**config.mk**
```make
export PLATFORM = sky130hd
export DESIGN_NAME = mem_bus_arbiter
export DESIGN_NICKNAME = d
export VERILOG_FILES = /design/src/rtl/mem_bus_arbiter_pkg.sv /design/src/rtl/mem_bus_arbiter_rr_arbiter2.sv /design/src/rtl/mem_bus_arbiter.sv
export SDC_FILE = /design/constraint.sdc
export NUM_CORES = 1
export LEC_CHECK = 0
export ABC_AREA = 0
export BUFFER_PORTS_ARGS = -buffer_cell sky130_fd_sc_hd__buf_2
export CAP_MARGIN = 20
export CORE_MARGIN = 8
export CORE_UTILIZATION = 30
export CTS_CLUSTER_DIAMETER = 200
export DETAILED_ROUTE_END_ITERATION = 12
export RECOVER_POWER = 100
export SETUP_SLACK_MARGIN = 0.1
export SYNTH_ARGS = -nofsm -noshare
export SYNTH_HDL_FRONTEND = slang
export SYNTH_HIERARCHICAL = 1
export SYNTH_SLANG_ARGS = --single-unit
```
**constraint.sdc**
```tcl
create_clock -name clk -period 2 [get_ports clk]
set_input_delay 0.2 -clock clk [delete_from_list [all_inputs] [get_ports clk]]
set_output_delay 0.2 -clock clk [all_outputs]
set_load 0.02 [all_outputs]
```
**src/rtl/mem_bus_arbiter_pkg.sv**
```systemverilog
// Shared definitions for the two-master peripheral bus arbiter.
//   - bus widths (address, word, size field, response code)
//   - response codes and size encodings used on the peripheral bus
//   - master index constants and the arbiter FSM state encoding
//   - latched request record carried from accept to issue
package mem_bus_arbiter_pkg;

  localparam int ADDR_W      = 32;
  localparam int WORD_W      = 32;
  localparam int MEM_COUNT_W = 2;
  localparam int MEM_CODE_W  = 2;

  // Response codes resolved by the peripherals; the arbiter only forwards them.
  localparam logic [MEM_CODE_W-1:0] MEM_OK         = 2'd0;
  localparam logic [MEM_CODE_W-1:0] MEM_ERR_DECODE = 2'd1;
  localparam logic [MEM_CODE_W-1:0] MEM_ERR_ALIGN  = 2'd2;

  // Access size encodings.
  localparam logic [MEM_COUNT_W-1:0] MEM_COUNT_BYTE = 2'd0;
  localparam logic [MEM_COUNT_W-1:0] MEM_COUNT_HALF = 2'd1;
  localparam logic [MEM_COUNT_W-1:0] MEM_COUNT_WORD = 2'd2;

  // Master indices.
  localparam logic M0 = 1'b0;
  localparam logic M1 = 1'b1;

  typedef enum logic [1:0] {
    IDLE  = 2'd0,
    ISSUE = 2'd1,
    RESP  = 2'd2
  } arb_state_e;

  typedef struct packed {
    logic [ADDR_W-1:0]      addr;
    logic [WORD_W-1:0]      wr_data;
    logic                   wr_en;
    logic [MEM_COUNT_W-1:0] count;
    logic                   owner;
  } mem_req_t;

endpackage

```
**src/rtl/mem_bus_arbiter_rr_arbiter2.sv**
```systemverilog
// Two-input request arbiter, purely combinational.
//   valid0, valid1 : request present from m0 / m1
//   last_grant     : master granted at the previous accept (round-robin history)
//   winner         : index of the master that wins this cycle (M0 when none valid)
//   any_valid      : at least one request present
// ARB_MODE = 0 alternates between the masters when both request;
// ARB_MODE = 1 always prefers m0, so m1 can starve while m0 keeps requesting.
module rr_arbiter2
  import mem_bus_arbiter_pkg::*;
#(
  parameter int ARB_MODE = 0
) (
  input  logic valid0,
  input  logic valid1,
  input  logic last_grant,
  output logic winner,
  output logic any_valid
);

  always_comb begin
    any_valid = valid0 | valid1;
    winner    = M0;
    if (ARB_MODE == 1) begin
      if (!valid0 && valid1) winner = M1;
    end else begin
      if (valid0 && valid1) winner = ~last_grant;
      else if (valid1)      winner = M1;
    end
  end

endmodule

```
**src/rtl/mem_bus_arbiter.sv**
```systemverilog
// Shares one peripheral memory bus between m0 (instruction fetch) and
// m1 (data load/store). One transaction in flight at a time:
//   accept at edge T -> request on the bus during T+1 -> response pulse in T+2.
// Ports:
//   clk, aresetn                 : clock, asynchronous active-low reset
//   i_mX_req_* / o_mX_req_ready  : per-master valid/ready request channel
//   o_mX_res_*                   : per-master one-cycle response pulse + data/code
//   o_bus_req_*                  : request driven onto the peripheral bus
//   i_bus_res_*                  : combinational read data / code from the bus
// Outside the ISSUE cycle the bus is parked: read of PARK_ADDR, no write.
module mem_bus_arbiter
  import mem_bus_arbiter_pkg::*;
#(
  parameter int                ARB_MODE  = 0,
  parameter logic [ADDR_W-1:0] PARK_ADDR = '0
) (
  input  logic                   clk,
  input  logic                   aresetn,

  input  logic                   i_m0_req_valid,
  output logic                   o_m0_req_ready,
  input  logic [ADDR_W-1:0]      i_m0_req_addr,
  input  logic [WORD_W-1:0]      i_m0_req_wr_data,
  input  logic                   i_m0_req_wr_en,
  input  logic [MEM_COUNT_W-1:0] i_m0_req_count,
  output logic                   o_m0_res_valid,
  output logic [WORD_W-1:0]      o_m0_res_rd_data,
  output logic [MEM_CODE_W-1:0]  o_m0_res_code,

  input  logic                   i_m1_req_valid,
  output logic                   o_m1_req_ready,
  input  logic [ADDR_W-1:0]      i_m1_req_addr,
  input  logic [WORD_W-1:0]      i_m1_req_wr_data,
  input  logic                   i_m1_req_wr_en,
  input  logic [MEM_COUNT_W-1:0] i_m1_req_count,
  output logic                   o_m1_res_valid,
  output logic [WORD_W-1:0]      o_m1_res_rd_data,
  output logic [MEM_CODE_W-1:0]  o_m1_res_code,

  output logic [ADDR_W-1:0]      o_bus_req_addr,
  output logic [WORD_W-1:0]      o_bus_req_wr_data,
  output logic                   o_bus_req_wr_en,
  output logic [MEM_COUNT_W-1:0] o_bus_req_count,
  input  logic [WORD_W-1:0]      i_bus_res_rd_data,
  input  logic [MEM_CODE_W-1:0]  i_bus_res_code
);

  arb_state_e            state, state_next;
  logic                  last_grant;
  mem_req_t              req;
  logic                  winner;
  logic                  any_valid;
  logic                  offer;
  logic                  accept;
  logic [WORD_W-1:0]     m0_rd_data, m1_rd_data;
  logic [MEM_CODE_W-1:0] m0_code, m1_code;

  rr_arbiter2 #(
    .ARB_MODE (ARB_MODE)
  ) u_arb (
    .valid0     (i_m0_req_valid),
    .valid1     (i_m1_req_valid),
    .last_grant (last_grant),
    .winner     (winner),
    .any_valid  (any_valid)
  );

  // Ready is offered in IDLE and RESP (back-to-back accepts). Qualifying with
  // aresetn keeps every output low while reset is held, even if a master is
  // still asserting valid.
  assign offer  = aresetn && ((state == IDLE) || (state == RESP));
  assign accept = offer && any_valid;

  assign o_m0_req_ready = offer && i_m0_req_valid && (winner == M0);
  assign o_m1_req_ready = offer && i_m1_req_valid && (winner == M1);

  always_comb begin
    state_next = state;
    case (state)
      IDLE:    if (accept) state_next = ISSUE;
      ISSUE:   state_next = RESP;
      RESP:    state_next = accept ? ISSUE : IDLE;
      default: state_next = IDLE;
    endcase
  end

  always_ff @(posedge clk or negedge aresetn) begin
    if (!aresetn) begin
      state      <= IDLE;
      last_grant <= M1;
    end else begin
      state <= state_next;
      if (accept) last_grant <= winner;
    end
  end

  // Request latch: only the winner's payload is captured, so the other
  // master's (possibly undriven) payload never reaches the bus.
  always_ff @(posedge clk or negedge aresetn) begin
    if (!aresetn) begin
      req <= '0;
    end else if (accept) begin
      if (winner == M1) begin
        req.addr    <= i_m1_req_addr;
        req.wr_data <= i_m1_req_wr_data;
        req.wr_en   <= i_m1_req_wr_en;
        req.count   <= i_m1_req_count;
        req.owner   <= M1;
      end else begin
        req.addr    <= i_m0_req_addr;
        req.wr_data <= i_m0_req_wr_data;
        req.wr_en   <= i_m0_req_wr_en;
        req.count   <= i_m0_req_count;
        req.owner   <= M0;
      end
    end
  end

  // Response capture at the edge closing the ISSUE cycle. Registers hold their
  // value afterwards; they are only meaningful while res_valid is high.
  always_ff @(posedge clk or negedge aresetn) begin
    if (!aresetn) begin
      m0_rd_data <= '0;
      m0_code    <= '0;
      m1_rd_data <= '0;
      m1_code    <= '0;
    end else if (state == ISSUE) begin
      if (req.owner == M1) begin
        m1_rd_data <= i_bus_res_rd_data;
        m1_code    <= i_bus_res_code;
      end else begin
        m0_rd_data <= i_bus_res_rd_data;
        m0_code    <= i_bus_res_code;
      end
    end
  end

  assign o_m0_res_valid   = (state == RESP) && (req.owner == M0);
  assign o_m1_res_valid   = (state == RESP) && (req.owner == M1);
  assign o_m0_res_rd_data = m0_rd_data;
  assign o_m0_res_code    = m0_code;
  assign o_m1_res_rd_data = m1_rd_data;
  assign o_m1_res_code    = m1_code;

  // The latched request appears on the bus only during ISSUE; a write can
  // therefore never be presented in any other cycle.
  always_comb begin
    o_bus_req_addr    = PARK_ADDR;
    o_bus_req_wr_data = '0;
    o_bus_req_wr_en   = 1'b0;
    o_bus_req_count   = '0;
    if (state == ISSUE) begin
      o_bus_req_addr    = req.addr;
      o_bus_req_wr_data = req.wr_data;
      o_bus_req_wr_en   = req.wr_en;
      o_bus_req_count   = req.count;
    end
  end

endmodule
```
; ---- Word level (Yosys, flattened, before mapping)
; Index checks and enable logic that the tools add are counted.
[word_totals]
ff_bits = 139
inputBits = 172
out_inout_bits = 139
word_cells = 41
[op_classes]
eq_ne = 3
n_mux = 10
bitwise = 4
reduce_logical = 13
[ops]
columns = operator, n
row1 = $mux W68, 1
row2 = $mux W32, 2
row3 = $logic_and A1 B1 Y1, 9
row4 = $pmux W2 S3, 1
row5 = $mux W1, 4
row6 = $mux W2, 2
row7 = $reduce_and A2 Y1, 2
row8 = $not A1 Y1, 3
row9 = $eq A2 B1 Y1 const B, 1
row10 = $eq A2 B2 Y1 const B, 1
row11 = $logic_not A2 Y1, 1
row12 = $ne A2 B2 Y1 const B, 1
row13 = $logic_or A1 B1 Y1, 1
row14 = $or A1 B1 Y1, 1

; ---- Depth between registers and ports, before layout
; Gate-level depths: netlist of the first run.
[logic_depth]
word_depth = 6
mapped_depth = 5

; ---- Hierarchy
; The synthesis of the first run kept the hierarchy.
[by_module_without_submodules]
columns = mod, n_inst, cells_each, area_each_um2, seq_area_each_um2
row1 = mem_bus_arbiter, 1, 447, 6739.0, 3479.6
row2 = rr_arbiter2, 1, 2, 13.8, 0.0

; ---- Least setup slack after synthesis of the first run
; Ideal clock, no wire load.
[synth_path]
path_type = register to output
from = register last_grant
to = output port o_m0_req_ready
t_arrival_ps = 1652
required_time_ps = 1800
setup_slack_ps = 148
path_stages_with_launch = 5
path_buffers = 2
cell_sequence = dfstp_2 a21boi_1 buf_2 clkbuf_1 nor4bb_1
[synth_via]
elab_chain_cells = 4
[synth_lines]
columns = item, line_no
row1 = "start, declared", mem_bus_arbiter.sv:49  ; logic last_grant;
row2 = "start signal, assigned", mem_bus_arbiter.sv:93  ; if (accept) last_grant <= winner;
row3 = $not A1 Y1, mem_bus_arbiter_rr_arbiter2.sv:26  ; if (valid0 && valid1) winner = ~last_grant;
row4 = $mux W1, mem_bus_arbiter_rr_arbiter2.sv:26
row5 = via winner, mem_bus_arbiter.sv:51  ; logic winner;
row6 = $not A1 Y1, mem_bus_arbiter.sv:74  ; assign o_m0_req_ready = offer && i_m0_req_valid && (winner == M0);
row7 = $logic_and A1 B1 Y1, mem_bus_arbiter.sv:74
row8 = "end, declared", mem_bus_arbiter.sv:21  ; output logic o_m0_req_ready,
; The timed path passes the listed nets, and every way through them passes these cells.

; ---- Final worst setup path of the first run
[layout_path]
from = register state[1]
to = output port o_bus_req_wr_data[7]
[layout_via]
elab_chain_cells = 2
[layout_lines]
columns = item, line_no
row1 = "start, declared", mem_bus_arbiter.sv:48  ; arb_state_e state, state_next;
row2 = "start signal, assigned", mem_bus_arbiter.sv:92  ; state <= state_next;
row3 = $eq A2 B1 Y1, mem_bus_arbiter.sv:152  ; if (state == ISSUE) begin
row4 = $mux W32, mem_bus_arbiter.sv:152
row5 = "end, declared", mem_bus_arbiter.sv:41  ; output logic [WORD_W-1:0] o_bus_req_wr_data,
; Every way passes these cells.

==> summary.md, run 1 <==
| Metric | Value |
|---|---|
| Final worst path period need | `1.887 ns` |
| Library cells used by synthesis | `19` |
| Clock latency on the worst-skew pair | `0.41 ns` |
| Synth Area per Inst | `15.04 sq um` |
| Crit. path cell count | `5` |
| Worst slew margin | `0.1370` |
| Die Y-Extent | `166.0 microns` |
| Slew Limit Fails | `0` |
| Port Buffers | `310` |
| R2R setup slack | `0.13 ns` |
| WP data required | `1.80 ns` |
| Max stage delay cell, worst path | `dfrtp_1` |
| GP Congestion | `0.7610` |
| RR Endpoint | `req[37]$_DFFE_PN0P_` |
| Core area | `22370 sq um` |
| Period utilisation layout | `0.9437` |
| # nets final | `948` |
| Num CTS Buffers | `17` |
| Deepest clock path buffer count | `2` |
| Area Overhead vs Synth | `36.41%` |
| Clock sinks | `139` |
| CP max stage delay | `0.37 ns` |
| Floorplan row count | `55` |
| Origin of the critical flop-to-flop path | `state[0]$_DFFE_PN0P_` |
| CP endpoint | `o_bus_req_wr_data[7]` |
| Setup crit end kind | `output port` |
| Remaining Overflow, GRT | `0` |
| Setup TNS | `0 ns` |
| Status | `complete, no violations` |
| Vias | `4687` |
| Synth top area cells | `dfrtp_1 51%, mux2_2 22%, mux2_4 15%, and2_1 6.2%, buf_6 1.7%` |
| Vias in the first global route | `5341` |
| H-tree levels | `4` |
| Peak VDD IR | `375.7 uV` |
| CP Data Arrival Time | `1.69 ns` |
| Crit-path cells | `and2b_4, buf_12, clkbuf_16, and2_1, clkbuf_1` |
| CP Class | `reg -> out` |
| Post-DP HPWL | `13.53 mm` |
| DRC errors left | `0` |
| Final critical-path setup slack | `0.1127 ns` |
| Antenna Cells | `0` |
| Cell taking the most area after synthesis | `dfrtp_1` |
| First-pass GRT wire length | `30.32 mm` |
| Drt wl/cell | `17.74 microns` |
| Initial antenna violation count | `1` |
| Pre-CTS worst setup slack | `0.3085 ns` |
| Buf/Inv on CP | `3` |
| Die footprint | `27570 sq um` |
| Final count of negative-setup-slack endpoints | `0` |
| Mapped Area | `6753 sq um` |
| Core Util, Final | `0.4119` |
| IO Count | `311` |
| Largest net degree at the start of global routing | `138` |
| Crit path launch type | `flip-flop` |
| Hold Fails Final Rpt | `0` |
| Gr usage total | `0.1380` |
| Clock Skew | `0.009030 ns` |
| Drt initial violations | `221` |
| RSZ-0062 raised after global routing | `yes` |
| R2R cell count | `4` |
| Routed WL | `19.06 mm` |
| Worst-margin pin slew | `1.295 ns` |
| Die W | `166.0 microns` |
| Post-route antenna net violation count | `0` |
| Power per Cell Area | `1157 nW/um^2` |
| Sequential share of the synthesized area | `0.5153` |
| Worst min-delay path category | `in -> reg` |
| Standby leakage power | `4.268 nW` |
| Ys Warns | `6` |
| Share of post-route cells with drive strength above 1 | `0.5741` |
| CTS clk-pin slew, worst paths | `0.06 ns` |
| Max-cap viol count | `0` |
| Via/cell ratio | `4.364` |
| CP max FO | `6` |
| Synthesized net count | `621` |
| Synth Instances | `449` |
| Starting Density | `0.3019` |
| CTS root buffer | `clkbuf_16` |
| Crit path max-delay family | `buffers and inverters` |
| DR pass1 iterations | `4` |
| FF+latch count, synth | `139` |
| Share of the synthesized area in the top cell type | `0.5114` |
| Timing startpoint of the critical path | `state[1]$_DFFE_PN0P_` |
| Max Clk Rate | `529.8 MHz` |
| CTS tree | `yes` |
how the worst min path moves through the flow:
stage	from	endpoint	cells after the start
after global placement	aresetn	req[42]$_DFFE_PN0P_	1
after floorplan	aresetn	o_m0_res_code[0]$_DFFE_PN0P_	0
after detailed placement	aresetn	req[42]$_DFFE_PN0P_	1
final	i_bus_res_rd_data[29]	o_m1_res_rd_data[29]$_DFFE_PN0P_	2
after global routing	i_bus_res_rd_data[2]	o_m1_res_rd_data[2]$_DFFE_PN0P_	2
after CTS	i_bus_res_rd_data[29]	o_m1_res_rd_data[29]$_DFFE_PN0P_	2
layout by cell type, fill, tap and decap left out, types with 3 or more instances in the layout:
cell,instances
and2_1,66
buf_4,7
clkbuf_4,3
clkinvlp_4,5
inv_6,6
mux2_4,42
clkbuf_2,32
clkbuf_16,19
dfrtp_1,137
buf_2,182
mux2_2,131
buf_12,6
buf_6,5
clkbuf_1,95
mux2_1,31
what timing repair did:
| item | in CTS | in global routing |
|---|---|---|
| gates cloned | 2 | 3 |
| endpoints found under the hold margin | 3 | 0 |
| gates resized for setup | 4 | 4 |
| setup buffers | 4 | 5 |
| pin swaps | 1 | 0 |
| endpoints found under the setup margin | 63 | 25 |
| hold buffers | 2 | 0 |
metrics by stage:
stage / instance area (sq um) / cells / hold WS, ns / total power (W)
6_report: 9211 / 1074 / 0.02774 / 0.01066
3_5_place_dp: 8690 / 1026 / 0.003116 / 0.007975
4_1_cts: 9371 / 1066 / 0.002460 / 0.01111
2_1_floorplan: 6753 / 449 / -0.09559 / 0.006590
5_1_grt: 9211 / 1074 / 0.004788 / 0.01128
3_3_place_gp: 8690 / 1026 / 0.004395 / 0.007928
cells by family (layout without fill, tap and decap cells):
logic type | after synthesis | count (layout) | synth area share
AOI/OAI and AO/OA | 1 | 1 | 0.001112
buffers and inverters | 29 | 369 | 0.02965
and+or+nand+nor | 76 | 76 | 0.07541
DFF | 139 | 139 | 0.5153
muxes | 204 | 204 | 0.3785
sequential cells by signal, summed over array words and instances, names as in the netlist:
register and flops:
o_m1_res_rd_data 32, state 2, req 68, o_m0_res_rd_data 32
last_grant 1, o_m0_res_code 2, o_m1_res_code 2
power by group:
group / switching (W) / internal, W / total [W]
registers: 0.000475 / 0.00374 / 0.00421
clock network: 0.00133 / 0.00166 / 0.00300
logic: 0.00190 / 0.00155 / 0.00345
area by class of cell:
type / instances / area (sq um)
clock inverter: 14 / 126.4
tap: 285 / 356.6
fill: 2204 / 13150
clock buffer: 18 / 439.2
timing repair buffer: 337 / 1824
multi-input combinational: 281 / 2984
sequential: 139 / 3481
cells in the mapped netlist, drive strengths merged:
library cell  number
and2b              1
dfrtp            138
or2                1
mux2             204
dfstp              1
and3b              2
nor4bb             1
and2              67
clkbuf             8
a21boi             1
and4b              1
nor3b              2
nand3b             1
buf               21
worst register-to-register path, cell delays in order, from the launching register on:
cell and delay (ns):
dfrtp_2 0.43, clkbuf_1 0.14, and3b_2 0.56, buf_6 0.28, mux2_1 0.36
metal layers:
| metal | up-vias | share of wire | global-route usage | wire length [microns] |
|---|---|---|---|---|
| met5 | - | 0 | 0 | 0 |
| met4 | 0 | 0.011 | 0.04348 | 209 |
| met1 | 2251 | 0.44 | 0.1673 | 8364 |
| li1 | 2228 | - | - | - |
| met2 | 193 | 0.48 | 0.2274 | 9150 |
| met3 | 15 | 0.070 | 0.04730 | 1333 |
Power figures use the tool's default switching activity.
==> run 2: changes to the inputs <==
- CTS_BUF_LIST: default -> sky130_fd_sc_hd__clkbuf_8
==> summary.md, run 2 (synthesized netlist as in run 1, its figures left out) <==
| Metric | Value |
|---|---|
| Setup crit end kind | `flip-flop` |
| Final count of negative-setup-slack endpoints | `0` |
| First-pass GRT wire length | `31.16 mm` |
| Initial antenna violation count | `0` |
| Remaining Overflow, GRT | `0` |
| Drt initial violations | `189` |
| RSZ-0062 raised after global routing | `yes` |
| Fin area | `9877 sq um` |
| Gr usage total | `0.1425` |
| CTS tree | `yes` |
| Clock sinks | `139` |
| Routed WL | `20.37 mm` |
| GP Congestion | `0.7610` |
| Worst-margin pin slew | `1.284 ns` |
| Post-DP HPWL | `13.53 mm` |
| Die Y-Extent | `166.0 microns` |
| Post-route antenna net violation count | `0` |
| Final worst path period need | `1.888 ns` |
| Core area | `22370 sq um` |
| Deepest clock path buffer count | `2` |
| Hold Fails Final Rpt | `0` |
| Max-cap viol count | `0` |
| Pwr Total | `0.01014 W` |
| Standby leakage power | `4.564 nW` |
| Commonest non-fill, non-tap cell in the layout | `buf_2` |
| Starting Density | `0.3019` |
| Worst min-delay path category | `in -> reg` |
| Register area | `3481 sq um` |
| Num CTS Buffers | `17` |
| CTS clk-pin slew, worst paths | `0.09 ns` |
| Pre-CTS worst setup slack | `0.3085 ns` |
| Port Buffers | `310` |
| Via/cell ratio | `4.375` |
| Die W | `166.0 microns` |
| Crit-path cells | `clkbuf_1, and3b_4, buf_6, mux2_1` |
| Clock Skew | `0.01276 ns` |
| CP Data Arrival Time | `2.21 ns` |
| Status | `complete, no violations` |
| Multi-input logic area | `3077 sq um` |
| Layout fillers | `2142` |
| Floorplan row count | `55` |
| Worst slew margin | `0.1443` |
| Vias in the first global route | `5480` |
| Vias | `4856` |
| Largest net degree at the start of global routing | `138` |
| Peak VDD IR | `414.0 uV` |
| H-tree levels | `4` |
| Final critical-path setup slack | `0.1116 ns` |
| Setup TNS | `0 ns` |
| CTS root buffer | `clkbuf_8` |
| Drt wl/cell | `18.35 microns` |
| Area Overhead vs Synth | `46.27%` |
| Slew Limit Fails | `0` |
| Commonest cells after routing, fill and taps aside | `170 x buf_2, 137 x dfrtp_1, 131 x mux2_2, 72 x clkbuf_1, 45 x buf_6` |
| CP max stage delay | `0.55 ns` |
| CP Class | `reg -> reg` |
| Core Util, Final | `0.4416` |
| Share of post-route cells with drive strength above 1 | `0.6218` |
| CP max FO | `15` |
| Buf/Inv on CP | `2` |
| Max stage delay cell, worst path | `and3b_4` |
| WP data required | `2.33 ns` |
| Crit path launch type | `flip-flop` |
| Period utilisation layout | `0.9442` |
| Max reg flops | `68` |
| DR pass1 iterations | `4` |
| IO Count | `311` |
| Max Clk Rate | `529.6 MHz` |
| Crit path max-delay family | `simple AND/OR/NAND/NOR gates` |
| DRC errors left | `0` |
| Power per Cell Area | `1027 nW/um^2` |
| DP Area | `8690 sq um` |
| Biggest register | `req` |
| # nets final | `984` |
| Clock latency on the worst-skew pair | `0.44 ns` |
| Die footprint | `27570 sq um` |
| Antenna Cells | `0` |
-- run 2: tightest hold or removal path, stage by stage --
cell and delay, ns:
buf_2 0.07, mux2_2 0.12, mux2_1 0.11
-- run 2: what timing repair did --
item	4_1_cts	5_1_grt
buffers inserted	9	0
resized for setup	9	159
hold endpoints to repair	200	4
hold buffers	32	3
pin swaps	2	19
endpoints found under the setup margin	63	67
gates cloned	3	5
-- run 2: path summary, 6_finish.rpt --
| check | endpoint | slack (ns) | cells after the start | startpoint |
|---|---|---|---|---|
| worst min-delay path | req[51]$_DFFE_PN0P_ | 0.10 | 3 | i_m1_req_addr[15] |
| worst min register to register | req[51]$_DFFE_PN0P_ | 0.48 | 1 | req[51]$_DFFE_PN0P_ |
| worst max-delay path | req[30]$_DFFE_PN0P_ | 0.11 | 4 | state[0]$_DFFE_PN0P_ |
| min in group asynchronous | req[42]$_DFFE_PN0P_ | 0.16 | 2 | aresetn |
| max in group asynchronous | req[16]$_DFFE_PN0P_ | 0.38 | 3 | aresetn |
| worst max register to register | req[30]$_DFFE_PN0P_ | 0.11 | 4 | state[0]$_DFFE_PN0P_ |
-- run 2: metrics by stage --
step,cells,hold WS (ns)
after detailed placement,1026,0.003116
final,1110,0.1018
after CTS,1102,0.002198
after global routing,1110,0.05142
after global placement,1026,0.004395
after floorplan,449,-0.09559
-- run 2: report_power, final --
group          internal (W)  switching [W]
logic               0.00178        0.00197
clock network      0.000934        0.00124
registers           0.00373       0.000496
-- run 2: final cells by class --
type / count / share of cell area
well taps: 285 / 0.03610
flip-flops and latches: 139 / 0.3524
multi-input cells: 281 / 0.3115
repair buffers: 373 / 0.2621
clock inverters: 14 / 0.01279
clock buffers: 18 / 0.02508
-- run 2: layer usage --
layer / vias up / track usage / wire length, microns
met1: 2362 / 0.1728 / 8856
met4: 0 / 0.03874 / 216
met5: - / 0 / 0
met2: 193 / 0.2349 / 9858
met3: 12 / 0.05253 / 1441
li1: 2289 / - / -
